[src/rtl/v_pipe_query_par.sv]
// Associative lookup table with a two-stage query pipeline (compare, response register),
// valid/ready flow control on both sides and saturating hit/miss statistics.
module v_pipe_query_par #(
   parameter int unsigned KEY_W   = 8,
   parameter int unsigned VAL_W   = 32,
   parameter int unsigned ENTRIES = 8,
   parameter int unsigned CNT_W   = 16,
   localparam int unsigned IDX_W  = $clog2(ENTRIES)
) (
   input  logic             clk,
   input  logic             rst,
   input  logic             upd_vld,
   input  logic             upd_op,
   input  logic [IDX_W-1:0] upd_idx,
   input  logic [KEY_W-1:0] upd_key,
   input  logic [VAL_W-1:0] upd_val,
   input  logic             qry_vld,
   input  logic [KEY_W-1:0] qry_key,
   output logic             qry_rdy,
   output logic             rsp_vld,
   output logic             rsp_hit,
   output logic [IDX_W-1:0] rsp_idx,
   output logic [VAL_W-1:0] rsp_val,
   input  logic             rsp_rdy,
   input  logic             clr_cnt,
   output logic [CNT_W-1:0] hit_cnt,
   output logic [CNT_W-1:0] miss_cnt
);

   logic [ENTRIES-1:0] tbl_vld_q;
   logic [KEY_W-1:0]   tbl_key_q [ENTRIES];
   logic [VAL_W-1:0]   tbl_val_q [ENTRIES];

   logic             cmp_hit;
   logic [IDX_W-1:0] cmp_idx;
   logic [VAL_W-1:0] cmp_val;

   logic             s1_vld_q, s1_hit_q;
   logic [IDX_W-1:0] s1_idx_q;
   logic [VAL_W-1:0] s1_val_q;
   logic             s2_vld_q, s2_hit_q;
   logic [IDX_W-1:0] s2_idx_q;
   logic [VAL_W-1:0] s2_val_q;

   logic             qry_acc, s2_load, retire;
   logic [CNT_W-1:0] hit_cnt_q, hit_cnt_d, miss_cnt_q, miss_cnt_d;

   // Table valid bits are reset; keys and values are plain storage.
   always_ff @(posedge clk or negedge rst) begin
      if (!rst) begin
         tbl_vld_q <= '0;
      end else if (upd_vld) begin
         tbl_vld_q[upd_idx] <= upd_op;
      end
   end

   always_ff @(posedge clk) begin
      if (upd_vld && upd_op) begin
         tbl_key_q[upd_idx] <= upd_key;
         tbl_val_q[upd_idx] <= upd_val;
      end
   end

   // Scan from the top so the lowest matching index is the one left standing.
   always_comb begin
      cmp_hit = 1'b0;
      cmp_idx = '0;
      cmp_val = '0;
      for (int i = int'(ENTRIES) - 1; i >= 0; i--) begin
         if (tbl_vld_q[i] && (tbl_key_q[i] == qry_key)) begin
            cmp_hit = 1'b1;
            cmp_idx = IDX_W'(i);
            cmp_val = tbl_val_q[i];
         end
      end
   end

   assign retire  = s2_vld_q && rsp_rdy;
   assign s2_load = !s2_vld_q || rsp_rdy;
   assign qry_rdy = !s1_vld_q || s2_load;
   assign qry_acc = qry_vld && qry_rdy;

   always_ff @(posedge clk or negedge rst) begin
      if (!rst) begin
         s1_vld_q <= 1'b0;
         s1_hit_q <= 1'b0;
         s1_idx_q <= '0;
         s1_val_q <= '0;
      end else if (qry_acc) begin
         s1_vld_q <= 1'b1;
         s1_hit_q <= cmp_hit;
         s1_idx_q <= cmp_idx;
         s1_val_q <= cmp_val;
      end else if (s2_load) begin
         s1_vld_q <= 1'b0;
      end
   end

   always_ff @(posedge clk or negedge rst) begin
      if (!rst) begin
         s2_vld_q <= 1'b0;
         s2_hit_q <= 1'b0;
         s2_idx_q <= '0;
         s2_val_q <= '0;
      end else if (s2_load) begin
         s2_vld_q <= s1_vld_q;
         s2_hit_q <= s1_hit_q;
         s2_idx_q <= s1_idx_q;
         s2_val_q <= s1_val_q;
      end
   end

   // Gate with valid so an emptied stage never shows stale data.
   assign rsp_vld = s2_vld_q;
   assign rsp_hit = s2_vld_q & s2_hit_q;
   assign rsp_idx = s2_vld_q ? s2_idx_q : '0;
   assign rsp_val = s2_vld_q ? s2_val_q : '0;

   always_comb begin
      hit_cnt_d  = hit_cnt_q;
      miss_cnt_d = miss_cnt_q;
      if (clr_cnt) begin
         hit_cnt_d  = '0;
         miss_cnt_d = '0;
      end else if (retire) begin
         if (s2_hit_q && (hit_cnt_q != '1)) begin
            hit_cnt_d = hit_cnt_q + CNT_W'(1);
         end
         if (!s2_hit_q && (miss_cnt_q != '1)) begin
            miss_cnt_d = miss_cnt_q + CNT_W'(1);
         end
      end
   end

   always_ff @(posedge clk or negedge rst) begin
      if (!rst) begin
         hit_cnt_q  <= '0;
         miss_cnt_q <= '0;
      end else begin
         hit_cnt_q  <= hit_cnt_d;
         miss_cnt_q <= miss_cnt_d;
      end
   end

   assign hit_cnt  = hit_cnt_q;
   assign miss_cnt = miss_cnt_q;

endmodule

[config.mk]
export PLATFORM = sky130hd
export DESIGN_NAME = v_pipe_query_par
export DESIGN_NICKNAME = d
export VERILOG_FILES = /design/src/rtl/v_pipe_query_par.sv
export SDC_FILE = /design/constraint.sdc
export NUM_CORES = 1
export LEC_CHECK = 0
export BUFFER_PORTS_ARGS = -buffer_cell sky130_fd_sc_hd__buf_2
export CELL_PAD_IN_SITES_DETAIL_PLACEMENT = 0
export CELL_PAD_IN_SITES_GLOBAL_PLACEMENT = 1
export CORE_UTILIZATION = 30
export CTS_CLUSTER_SIZE = 20
export DETAILED_ROUTE_END_ITERATION = 8
export HOLD_SLACK_MARGIN = 0.06
export PLACE_DENSITY = 0.5
export SLEW_MARGIN = 10
export SYNTH_ARGS = -nofsm -noshare
export SYNTH_HDL_FRONTEND = slang
export SYNTH_SLANG_ARGS = --single-unit
[constraint.sdc]
create_clock -name clk -period 2.35 [get_ports clk]
set_clock_uncertainty 0.05 [all_clocks]
set_input_delay 0.235 -clock clk [delete_from_list [all_inputs] [get_ports clk]]
set_output_delay 0.235 -clock clk [all_outputs]
set_load 0.05 [all_outputs]
* Word level (Yosys, flattened, before mapping)
Memory sizes are Yosys's and may differ from the RTL's.
Cells that the tools add are included.
** Cells by class
- Magnitude comparators :: 2
- Add/sub/neg operators :: 2
- Muxes and demuxes :: 39
- Equal/unequal tests :: 10
- Bitwise gates (word level) :: 1
- Reductions and logical operators :: 25
** Operators with widths (count)
- $mux 32 :: 9
- $mux 16 :: 6
- $eq 8x8->1 :: 8
- $add 16x1->16 const B :: 2
- $ne 16x16->1 const B :: 2
- $mux 3 :: 9
- $logic_and 1x1->1 :: 14
- $mux 1 :: 13
- $bwmux 8 :: 1
- $reduce_bool 2->1 :: 4
- $lt 3x4->1 const B :: 1
- $reduce_and 2->1 :: 2
- $demux 1 s3 :: 1
- $ge 3x1->1 const B :: 1
- $logic_not 1->1 :: 3
- $logic_or 1x1->1 :: 2
- $and 1x1->1 :: 1
** Word-level totals
- Flip-flop bits (word level) :: 114
- Word-level logic and storage cells :: 92
- Output and inout port bits :: 70
- Bits in writable memories :: 320
- Memories :: 2
** Memories
- tbl_val_q :: words 8, bits a word 32, rd ports 8, clocked after memory_dff 0, wr ports 1, line 32 : logic [VAL_W-1:0] tbl_val_q [ENTRIES];
- tbl_key_q :: words 8, bits a word 8, rd ports 8, clocked after memory_dff 0, wr ports 1, line 31 : logic [KEY_W-1:0] tbl_key_q [ENTRIES];

* Logic depth before layout (Yosys ltp)
- Word-level depth :: 10
- Depth in mapped cells :: 10

* Worst setup path before layout
OpenSTA, ideal clock, no wires.
- Kind :: input port to flip-flop
- Start :: in upd_idx[0]
- End :: mem tbl_key_q[0][0] (enable)
- Stages :: 2
- Setup time :: 0.489 ns
- Data arrival time :: 3.269 ns
- Required time :: 1.811 ns
- Path slack :: -1.458 ns
- Cell sequence :: nand3b_1 nor3_1
** RTL lines
- start: declaration :: line 14 : input logic [IDX_W-1:0] upd_idx,
- end: declaration :: line 31
Straight into the memory's write port.

==> impl_metrics.toml <==
[synthesis]
ys_ff_latch = 434
netlist-cell-type-count = 51
synthSimpleGateAreaFrac_pct = 10.5
synth_top_family_by_area = "simple AND/OR/NAND/NOR gates"
ys.flop_type = "edfxtp_1"
synthMuxAreaShare_pct = 2.51
syn_inst = 1189
ys_seq_area_share_pct = 71.8
synth.net_count = 1249
async_reset_ff_share_pct = 26.3
synth_edf_count = 320
avgSynthCellArea_sq_um = 14.6
ys_warn_count = 0
synth_xor_xnor_area_share_pct = 4.65
syn_area_sq_mm = 0.0173
synth_compound_area_share_pct = 8.22
synthAdderAreaFrac_pct = 0.144

[detailed_routing]
wl_met2_mm = 23.1
wl_met3_mm = 1.83
wl_met1_mm = 22.1
postRouteAntennaNets = 0
viasPerCell = 4.83
wl_mm = 48.0
wl_per_cell_um = 21.3
routed-via-count = 10900
first_pass_iters = 5
highest_layer = "met5"
drc = 0
initialDrtViolationCount = 589

[sta]
maxSlewViolCount = 0
min_period_over_period_pct = 99.4
timing.final.ws_setup_ns = 0.0148
tightest_slew_ns = 0.630
fmax_mhz = 428
hold_viol_final = 0
slew_headroom_pct = 58.0
post-route-min-period_ns = 2.34
finalSetupViolations = 0
rsz0062_at_grt = "yes"

[place]
portBuffers = 127
placedCellCount = 2091
gp_congestion = 0.723
dpl_worst_slack_ns = -0.197
dp_hpwl_mm = 29.5

[finish]
fillerInstances = 5349
final_cell_mix = "320 x edfxtp_1, 126 x buf_2, 113 x dfrtp_1, 62 x nor2_1, 61 x nand2_1"
multiInputGateArea_sq_mm = 0.00509
stdcell_count = 2249
diodes = 0
area_growth_pct = 30.1
layout-drive-gt1-share_pct = 29.1
seq_area_sq_mm = 0.0125
finalNetCount = 1511
layout_commonest_cell = "edfxtp_1"

[cts]
root_buffer = "clkbuf_16"
cts_tree = "built"
cts_buffers = 50
clk_pin_slew_ns = 0.06
insertion_delay_ns = 0.61
cts_sinks = 434
cts-htree-levels = 2
clockBufferDepth = 3

[power_and_ir_drop]
power_density_mw_per_mm2 = 789
leakage_nw = 8.19
vdd_ir_drop_max_mv = 0.557

[die]
die-width_um = 242
fp-row-count = 87
start_util_pct = 30.6
io_pins = 128
die_h_um = 242
fp.coreArea_sq_mm = 0.0567
fp.dieArea_sq_mm = 0.0588

[setup_path]
crit_fanout = 16
cpPeakStageDelay_ns = 0.38
crit_path_cell_trace = "xnor2_1 -> buf_4 -> nand4_1 -> buf_4 -> or3_4 -> buf_4 -> nor2_1 -> nor4_1 -> buf_4 -> o32a_1"
crit_family = "buffers and inverters"
r2r_start = "tbl_key_q[4][2]"
cp-startpoint = "tbl_key_q[4][2]"
start_kind = "flip-flop"
slowest_stage = "or3_4"
crit_arrival_ns = 2.77
r2r_slack_ns = 0.01
rr_endpoint = "s1_val_q[3]"
required_ns = 2.79
cp.buffers_inverters = 4
worstRegToRegCells = 10
cpMostUsedCell = "buf_4"
end_kind = "flip-flop"
critPathKind = "flip-flop to flip-flop"

[grt]
grt_pass1_vias = 11400
antenna_found_initial = 1
grt_pass1_wl_mm = 72.6
grt_max_degree = 51
track_usage_pct = 16.3
overflow = 0

[outcome]
status = "finished, final reports clean"

[run]
drv_cap = 0

[min_path]
hp-class = "input pin to async pin"
[registers in the layout, summed over array words and instances (netlist names), 3 cells and up]
signal	flops
tbl_vld_q	8
s1_val_q	32
s2_val_q	32
hit_cnt	16
tbl_key_q	64
s2_idx_q	3
s1_idx_q	3
tbl_val_q	256
miss_cnt	16
[synthesized netlist by cell type (2+ instances only)]
library cell	n	area share [%]
xor2_1	30	1.5
edfxtp_1	320	55
xnor2_1	62	3.1
nor3_1	40	1.2
and4_1	3	0.15
nor2_1	79	1.7
nand4_1	17	0.61
nand3_1	48	1.4
clkbuf_1	50	1.1
o31ai_1	4	0.17
nor2b_1	3	0.11
buf_6	8	0.52
mux2_2	36	2.3
nand2b_1	11	0.40
ha_1	2	0.14
a221oi_1	30	1.5
or4_1	2	0.087
dfrtp_1	114	16
inv_1	4	0.087
o32a_1	30	1.7
a31oi_1	2	0.072
and2_1	39	1.4
nor4_1	32	1.2
nand3b_1	3	0.13
o21ai_0	46	1.3
buf_2	14	0.40
nor3_2	4	0.23
and3_1	2	0.072
a221oi_2	2	0.17
nand2_1	61	1.3
or3_1	4	0.14
a21oi_1	35	1.0
a221o_1	31	1.8
mux2i_1	3	0.17
a21o_1	2	0.087
[cell type report]
class                           instances  share of cell area [%]
Clock buffer                           76                    6.15
Multi-Input combinational cell        678                    22.6
Sequential cell                       434                    55.2
Timing Repair Buffer                  283                    10.9
Clock inverter                         18                   0.915
Inverter                                4                  0.0665
Tap cell                              756                    4.19
[cells by family (layout without fill, tap and decap cells)]
family / after synthesis / in the layout
mux: 39 / 39
compound gates: 189 / 189
buf+inv: 77 / 381
simple gates: 356 / 356
flops: 434 / 434
fa+ha+maj: 2 / 2
xor+xnor: 92 / 92
[routing by layer]
layer | GRT usage (%) | vias to the layer above
met3 | 2.91 | 67
met2 | 27.0 | 211
met4 | 4.47 | 2
li1 | - | 5087
met1 | 21.9 | 5503
met5 | 0 | -
[worst max path at each step]
stage / to / slack (ns) / depth (start not counted)
CTS: s1_val_q[15] / 0.0005 / 10
finish: s1_val_q[3] / 0.01 / 10
global route: s1_val_q[3] / -0.11 / 10
global placement: s1_val_q[3] / -0.21 / 9
detailed placement: s1_val_q[3] / -0.20 / 9
floorplan: tbl_key_q[2][0] / -0.36 / 2
[per-stage QoR]
stage / hold WS, ns / utilization [%] / area [sq um] / power [mW] / setup TNS (ns)
4_1_cts: 0.0923 / 38.7 / 22000 / 18.1 / 0
3_5_place_dp: 0.187 / 34.9 / 19800 / 10.3 / -4.05
6_report: 0.100 / 39.8 / 22600 / 17.8 / 0
3_3_place_gp: 0.195 / 34.9 / 19800 / 10.3 / -4.57
2_1_floorplan: -0.111 / - / 17400 / 9.74 / -78.95
5_1_grt: 0.118 / 39.8 / 22600 / 18.5 / -1.27
[repair_timing]
item	4_1_cts	5_1_grt
hold buffers	50	0
pin swaps	5	11
buffers inserted	5	5
cloned	0	4
endpoints found under the setup margin	28	32
gates resized for setup	9	109
hold endpoints to repair	441	0
[worst register-to-register path, cell delays in order, from the launching register on]
cell and delay (ns):
edfxtp_1 0.37, xnor2_1 0.19, buf_4 0.14, nand4_1 0.09
buf_4 0.17, or3_4 0.38, buf_4 0.24, nor2_1 0.12
nor4_1 0.06, buf_4 0.13, o32a_1 0.28
[power by group]
part           total, mW  switching, mW  leakage [nW]  internal (mW)
combinational       1.49          0.936          3.07          0.551
sequential          8.75          0.180          4.35           8.57
clock               7.57           3.15         0.764           4.43
No activity file was read; power rests on OpenSTA's default activity.
